<file path="src/rtl/a2d_pkg.sv">
// Shared types and constants for the round-robin A2D sampler.
package a2d_pkg;

  typedef enum logic [2:0] {
    IDLE,
    CMD,
    GAP,
    READ,
    UPD
  } a2d_state_t;

  localparam logic [2:0] CH_LFT  = 3'd0;
  localparam logic [2:0] CH_RGHT = 3'd4;
  localparam logic [2:0] CH_BATT = 3'd5;

  localparam int unsigned RR_W = 2;

  // Round-robin slot to physical A2D channel.
  function automatic logic [2:0] rr_to_chnl(input logic [RR_W-1:0] rr);
    case (rr)
      2'd1:    return CH_RGHT;
      2'd2:    return CH_BATT;
      default: return CH_LFT;
    endcase
  endfunction

endpackage

</file>
<file path="src/rtl/spi_mstr16.sv">
// Generic 16-bit SPI master: SCLK idles high, MISO sampled on SCLK rise,
// MOSI shifted on SCLK fall.
module spi_mstr16 #(
  parameter int unsigned SCLK_DIV = 32
) (
  input  logic        clk,
  input  logic        rst,
  input  logic        wrt,
  input  logic [15:0] cmd,
  output logic        done,
  output logic [15:0] rd_data,
  output logic        SS_n,
  output logic        SCLK,
  output logic        MOSI,
  input  logic        MISO
);

  localparam int unsigned CNT_W = $clog2(SCLK_DIV);
  localparam logic [CNT_W-1:0] FALL_PT = CNT_W'(SCLK_DIV / 2);

  logic [CNT_W-1:0] div_cnt;
  logic [CNT_W-1:0] div_nxt_c;
  logic [4:0]       rise_cnt;
  logic [15:0]      tx_shft;
  logic             rise_c;
  logic             fall_c;

  assign div_nxt_c = div_cnt + CNT_W'(1);
  assign rise_c    = ~SS_n && (div_nxt_c == '0);
  assign fall_c    = ~SS_n && (div_nxt_c == FALL_PT);
  assign MOSI      = tx_shft[15];

  // Divider is parked at zero while deselected so SS_n fall is cycle 0.
  always_ff @(posedge clk or posedge rst) begin
    if (rst) begin
      SS_n     <= 1'b1;
      SCLK     <= 1'b1;
      done     <= 1'b0;
      div_cnt  <= '0;
      rise_cnt <= '0;
      tx_shft  <= '0;
      rd_data  <= '0;
    end else begin
      done <= 1'b0;
      if (SS_n) begin
        div_cnt <= '0;
        if (wrt) begin
          SS_n     <= 1'b0;
          tx_shft  <= cmd;
          rise_cnt <= '0;
        end
      end else if (fall_c && (rise_cnt == 5'd16)) begin
        // Would-be 17th fall: deselect instead, leaving SCLK high.
        SS_n    <= 1'b1;
        done    <= 1'b1;
        div_cnt <= '0;
      end else begin
        div_cnt <= div_nxt_c;
        SCLK    <= ~div_nxt_c[CNT_W-1];
        if (rise_c) begin
          rd_data  <= {rd_data[14:0], MISO};
          rise_cnt <= rise_cnt + 5'd1;
        end
        if (fall_c && (rise_cnt != 5'd0)) begin
          tx_shft <= {tx_shft[14:0], 1'b0};
        end
      end
    end
  end

endmodule

</file>
<file path="src/rtl/a2d_intf.sv">
// Round-robin A2D sampler: one command/read SPI pair per nxt request,
// updating left load, right load or battery in turn.
module a2d_intf
  import a2d_pkg::*;
#(
  parameter int unsigned SCLK_DIV = 32
) (
  input  logic        clk,
  input  logic        rst,
  input  logic        nxt,
  output logic [11:0] lft_ld,
  output logic [11:0] rght_ld,
  output logic [11:0] batt,
  output logic        cnv_cmplt,
  output logic        SS_n,
  output logic        SCLK,
  output logic        MOSI,
  input  logic        MISO
);

  localparam int unsigned CNT_W = $clog2(SCLK_DIV);
  // GAP is entered one cycle after SS_n rises, so launch READ one count early.
  localparam logic [CNT_W-1:0] GAP_LAST = CNT_W'(SCLK_DIV - 2);

  a2d_state_t      state;
  a2d_state_t      next_state;
  logic [RR_W-1:0] rr;
  logic [CNT_W-1:0] gap_cnt;
  logic            wrt_c;
  logic [15:0]     cmd_c;
  logic            done;
  logic [15:0]     rd_data;
  logic            rd_unused_c;

  assign rd_unused_c = ^rd_data[15:12];

  spi_mstr16 #(
    .SCLK_DIV (SCLK_DIV)
  ) u_spi (
    .clk     (clk),
    .rst     (rst),
    .wrt     (wrt_c),
    .cmd     (cmd_c),
    .done    (done),
    .rd_data (rd_data),
    .SS_n    (SS_n),
    .SCLK    (SCLK),
    .MOSI    (MOSI),
    .MISO    (MISO)
  );

  always_ff @(posedge clk or posedge rst) begin
    if (rst) state <= IDLE;
    else     state <= next_state;
  end

  always_comb begin
    next_state = state;
    wrt_c      = 1'b0;
    cmd_c      = '0;
    case (state)
      IDLE: begin
        if (nxt) begin
          wrt_c      = 1'b1;
          cmd_c      = {2'b00, rr_to_chnl(rr), 11'h000};
          next_state = CMD;
        end
      end
      CMD:  if (done) next_state = GAP;
      GAP: begin
        if (gap_cnt == GAP_LAST) begin
          wrt_c      = 1'b1;
          next_state = READ;
        end
      end
      READ: if (done) next_state = UPD;
      UPD:  next_state = IDLE;
      default: next_state = IDLE;
    endcase
  end

  // Deselect time between command and read transactions.
  always_ff @(posedge clk or posedge rst) begin
    if (rst)               gap_cnt <= '0;
    else if (state == GAP) gap_cnt <= gap_cnt + CNT_W'(1);
    else                   gap_cnt <= '0;
  end

  always_ff @(posedge clk or posedge rst) begin
    if (rst) begin
      lft_ld    <= '0;
      rght_ld   <= '0;
      batt      <= '0;
      cnv_cmplt <= 1'b0;
      rr        <= '0;
    end else begin
      cnv_cmplt <= (state == UPD);
      if (state == UPD) begin
        case (rr)
          2'd0:    lft_ld  <= rd_data[11:0];
          2'd1:    rght_ld <= rd_data[11:0];
          default: batt    <= rd_data[11:0];
        endcase
        rr <= (rr == 2'd2) ? '0 : rr + RR_W'(1);
      end
    end
  end

endmodule

</file>
<file path="config.mk">
export PLATFORM = sky130hd
export DESIGN_NAME = a2d_intf
export DESIGN_NICKNAME = d
export VERILOG_FILES = /design/src/rtl/a2d_pkg.sv /design/src/rtl/spi_mstr16.sv /design/src/rtl/a2d_intf.sv
export SDC_FILE = /design/constraint.sdc
export NUM_CORES = 1
export LEC_CHECK = 0
export CAP_MARGIN = 20
export CELL_PAD_IN_SITES_DETAIL_PLACEMENT = 0
export CELL_PAD_IN_SITES_GLOBAL_PLACEMENT = 2
export CORE_MARGIN = 1.5
export CORE_UTILIZATION = 35
export CTS_CLUSTER_SIZE = 16
export DETAILED_ROUTE_END_ITERATION = 8
export DONT_BUFFER_PORTS = 1
export PLACE_DENSITY_LB_ADDON = 0.1
export REMOVE_ABC_BUFFERS = 1
export SLEW_MARGIN = 5
export SYNTH_ARGS = -nofsm -noshare
export SYNTH_HDL_FRONTEND = slang
export SYNTH_SLANG_ARGS = --single-unit
</file>
<file path="constraint.sdc">
create_clock -name clk -period 2.7 [get_ports clk]
set_input_delay 0.54 -clock clk [delete_from_list [all_inputs] [get_ports clk]]
set_output_delay 0.54 -clock clk [all_outputs]
set_load 0.005 [all_outputs]
</file>
==> results by group <==
Run status
  • Status: complete, no violations

Synthesis
  • Async SR Flop Fraction: 100%
  • Sequential cell area fraction in the yosys report: 58.5%
  • Synth Register Bits: 77
  • Post-synth design cell area: 3300 sq um
  • Synth Area per Inst: 13.3 sq um
  • Top FF cell, synth: dfrtp_1
  • Synthesized instance count: 247
  • Post-synth EDFFs: 0
  • Synth unique cells: 46
  • Yosys warnings: 0

Global routing
  • Top Usage Layer GRT: met2
  • First-pass GRT wire length: 10,300 microns
  • Met2 Use GR: 20.7%
  • Vias in the first global route: around 2,000
  • Met3 Resource Use GR: around 4.2%
  • Routing usage on met1: between 10% and 20%
  • Initial antenna violation count: 0
  • Tot GR Track Use: 13.6%
  • Pin count of the biggest net entering global routing: 46
  • Aggregate global routing overflow: 0

Setup path
  • Worst r2r src: u_spi.div_cnt[0]$_DFF_PP0_
  • Crit-path max FO: 13
  • Crit path capture: u_spi.rd_data[6]$_DFFE_PP0P_
  • R2R cell count: 6
  • Crit end category: register
  • CP startpoint kind: register
  • Worst path required time: about 2.9 ns
  • CP top delay family: simple AND/OR/NAND/NOR gates
  • R2R Setup Slk: 0.44 ns
  • Critical path depth: 6
  • CP Cell Sequence: ha_1, nand3_2, nor2_1, a2bb2oi_4, nor2_2, mux2_2
  • Worst Path Class, Setup: reg -> reg
  • CP bufs+invs: 0
  • CP arrival: between 2 and 2.5 ns
  • Slowest-stage cell, CP: nor2_2
  • Crit. Startpoint: u_spi.div_cnt[0]$_DFF_PP0_
  • R2R Path End: u_spi.rd_data[6]$_DFFE_PP0P_
  • Critical Path Max Stage Delay: approximately 0.52 ns

Final layout
  • Commonest non-fill, non-tap cell in the layout: dfrtp_1
  • Area growth, synth to finish: 9.91%
  • Most frequent cells in the layout: dfrtp_1, mux2_2, nor2_1
  • Ant. Diodes: 0
  • Layout cell share with drive strength beyond 1: between 30% and 40%
  • Final #Nets: about 270

Route
  • Detail Route Antenna Nets: 0
  • Drt pass-1 iters: 4
  • Vias/cell: 5.06
  • Drt drc: 0
  • Final WL: ~6300 microns
  • WL per Instance: approximately 17 microns
  • Initial DRC Count: 71
  • Via count: ~1,900

Clocking
  • Worst skew pair latency: 0.35 ns
  • Clock sinks: 77
  • Clock slew at reported path FFs: roughly 0.090 ns
  • Total CTS buffers: 9
  • Root Buffer: clkbuf_8
  • H-tree depth: 3
  • CTS resizes: 0
  • Clock buffer depth: 2
  • Clock tree from TritonCTS: done
  • Hold Buf Count CTS: 0
  • Post-CTS setup repair buffer count: 0

Timing
  • Relative slew slack: around half
  • Clock skew: between 0.009 and 0.01 ns
  • RSZ-0062 raised after global routing: false
  • Total Neg Setup Slack: 0 ns
  • Final slew viol count: 0
  • Min cycle time layout: about 2.3 ns
  • Worst Max-Slew Pin Slew: 0.736 ns
  • Min Hold Slack: 0.130 ns
  • Final-report hold violation count: 0
  • Tcrit/Tclk final: 83.6%
  • Final-report setup violation count: 0
  • Fmax: 443 MHz

Die
  • Die footprint: around 10,000 sq um
  • Top Ports: 44
  • Core Rows: 35
  • Core Area: between 9000 and 10,000 sq um
  • Die span in y: 100 microns
  • Initial Util: 35.9%
  • Die X: ~100 microns

Power and ir drop
  • Power Density: 711 nW/um^2
  • Leakage: 1.76 nW
  • Peak VDD IR: roughly 210 uV

Run
  • Max cap viols: 0

Placement
  • Dpl hpwl: 4160 microns
  • GPL Wtd Cong: 0.690
  • Port bufs: 0

Min path
  • HP Class: in -> async
state kept, by name, summed over array words and instances, names as in the netlist, 2 cells and up:
register / count
batt: 12
lft_ld: 12
rght_ld: 12
u_spi.rd_data: 12
gap_cnt: 5
u_spi.div_cnt: 5
u_spi.rise_cnt: 5
u_spi.tx_shft: 5
state: 3
rr: 2
layer usage:
layer | vias up | wire, microns
li1 | 876 | -
met1 | 957 | 3040
met5 | - | 0
met2 | 31 | 2850
met4 | 0 | 84
met3 | 7 | 304
cell families after synthesis:
logic type,after synthesis,synth area share [%]
AO/OA/AOI/OAI,23,6.30
XOR/XNOR,8,2.35
adder cells (fa/ha/maj),9,3.42
buffers and inverters,20,2.62
flip-flops,77,58.5
multiplexers,54,18.4
AND/OR/NAND/NOR,56,8.43
cell type report:
type / instances / area [sq um]
Clock buffer: 9 / 124
Clock inverter: 7 / 65.1
Fill cell: 923 / 5570
Inverter: 13 / 50.0
Multi-Input combinational cell: 150 / 1280
Sequential cell: 77 / 1930
Tap cell: 111 / 139
Timing Repair Buffer: 3 / 35.0
report_power, final:
group	internal, mW	switching, mW	total (mW)
Combinational	0.176	0.165	0.341
Sequential	1.26	0.134	1.39
Clock	0.360	0.485	0.845
Yosys cell counts (3+ instances only):
| master | instances | area share (%) |
|---|---|---|
| a21oi_1 | 3 | 0.46 |
| and3_1 | 3 | 0.57 |
| buf_2 | 3 | 0.46 |
| clkbuf_1 | 3 | 0.34 |
| dfrtp_1 | 75 | 57 |
| ha_1 | 9 | 3.4 |
| inv_1 | 13 | 1.5 |
| mux2_2 | 48 | 16 |
| mux2i_1 | 5 | 1.5 |
| nand2_1 | 14 | 1.6 |
| nand3_1 | 8 | 1.2 |
| nor2_1 | 15 | 1.7 |
| nor3_1 | 3 | 0.46 |
| xnor2_1 | 3 | 0.80 |
| xor2_1 | 4 | 1.1 |
per-stage QoR:
stage          cell area (sq um)  power (mW)  setup slack, ns  instances  utilization [%]
2_1_floorplan               3260        1.66            0.197        240                -
3_3_place_gp                3430        1.76            0.468        354             37.3
3_5_place_dp                3430        1.76            0.434        354             37.3
4_1_cts                     3620        2.62            0.419        370             39.4
5_1_grt                     3620        2.72            0.312        370             39.4
6_report                    3620        2.58            0.444        370             39.4
worst min path at each step:
stage               slack [ns]                             to  cells past startpoint
floorplan                 0.45  u_spi.rise_cnt[4]$_DFFE_PP0P_                      1
global placement          0.46  u_spi.rise_cnt[4]$_DFFE_PP0P_                      1
detailed placement        0.47  u_spi.rise_cnt[4]$_DFFE_PP0P_                      1
CTS                       0.14           gap_cnt[0]$_DFF_PP0_                      1
global route              0.17           gap_cnt[0]$_DFF_PP0_                      1
finish                    0.13     u_spi.div_cnt[2]$_DFF_PP0_                      1
Power figures use the tool's default switching activity.
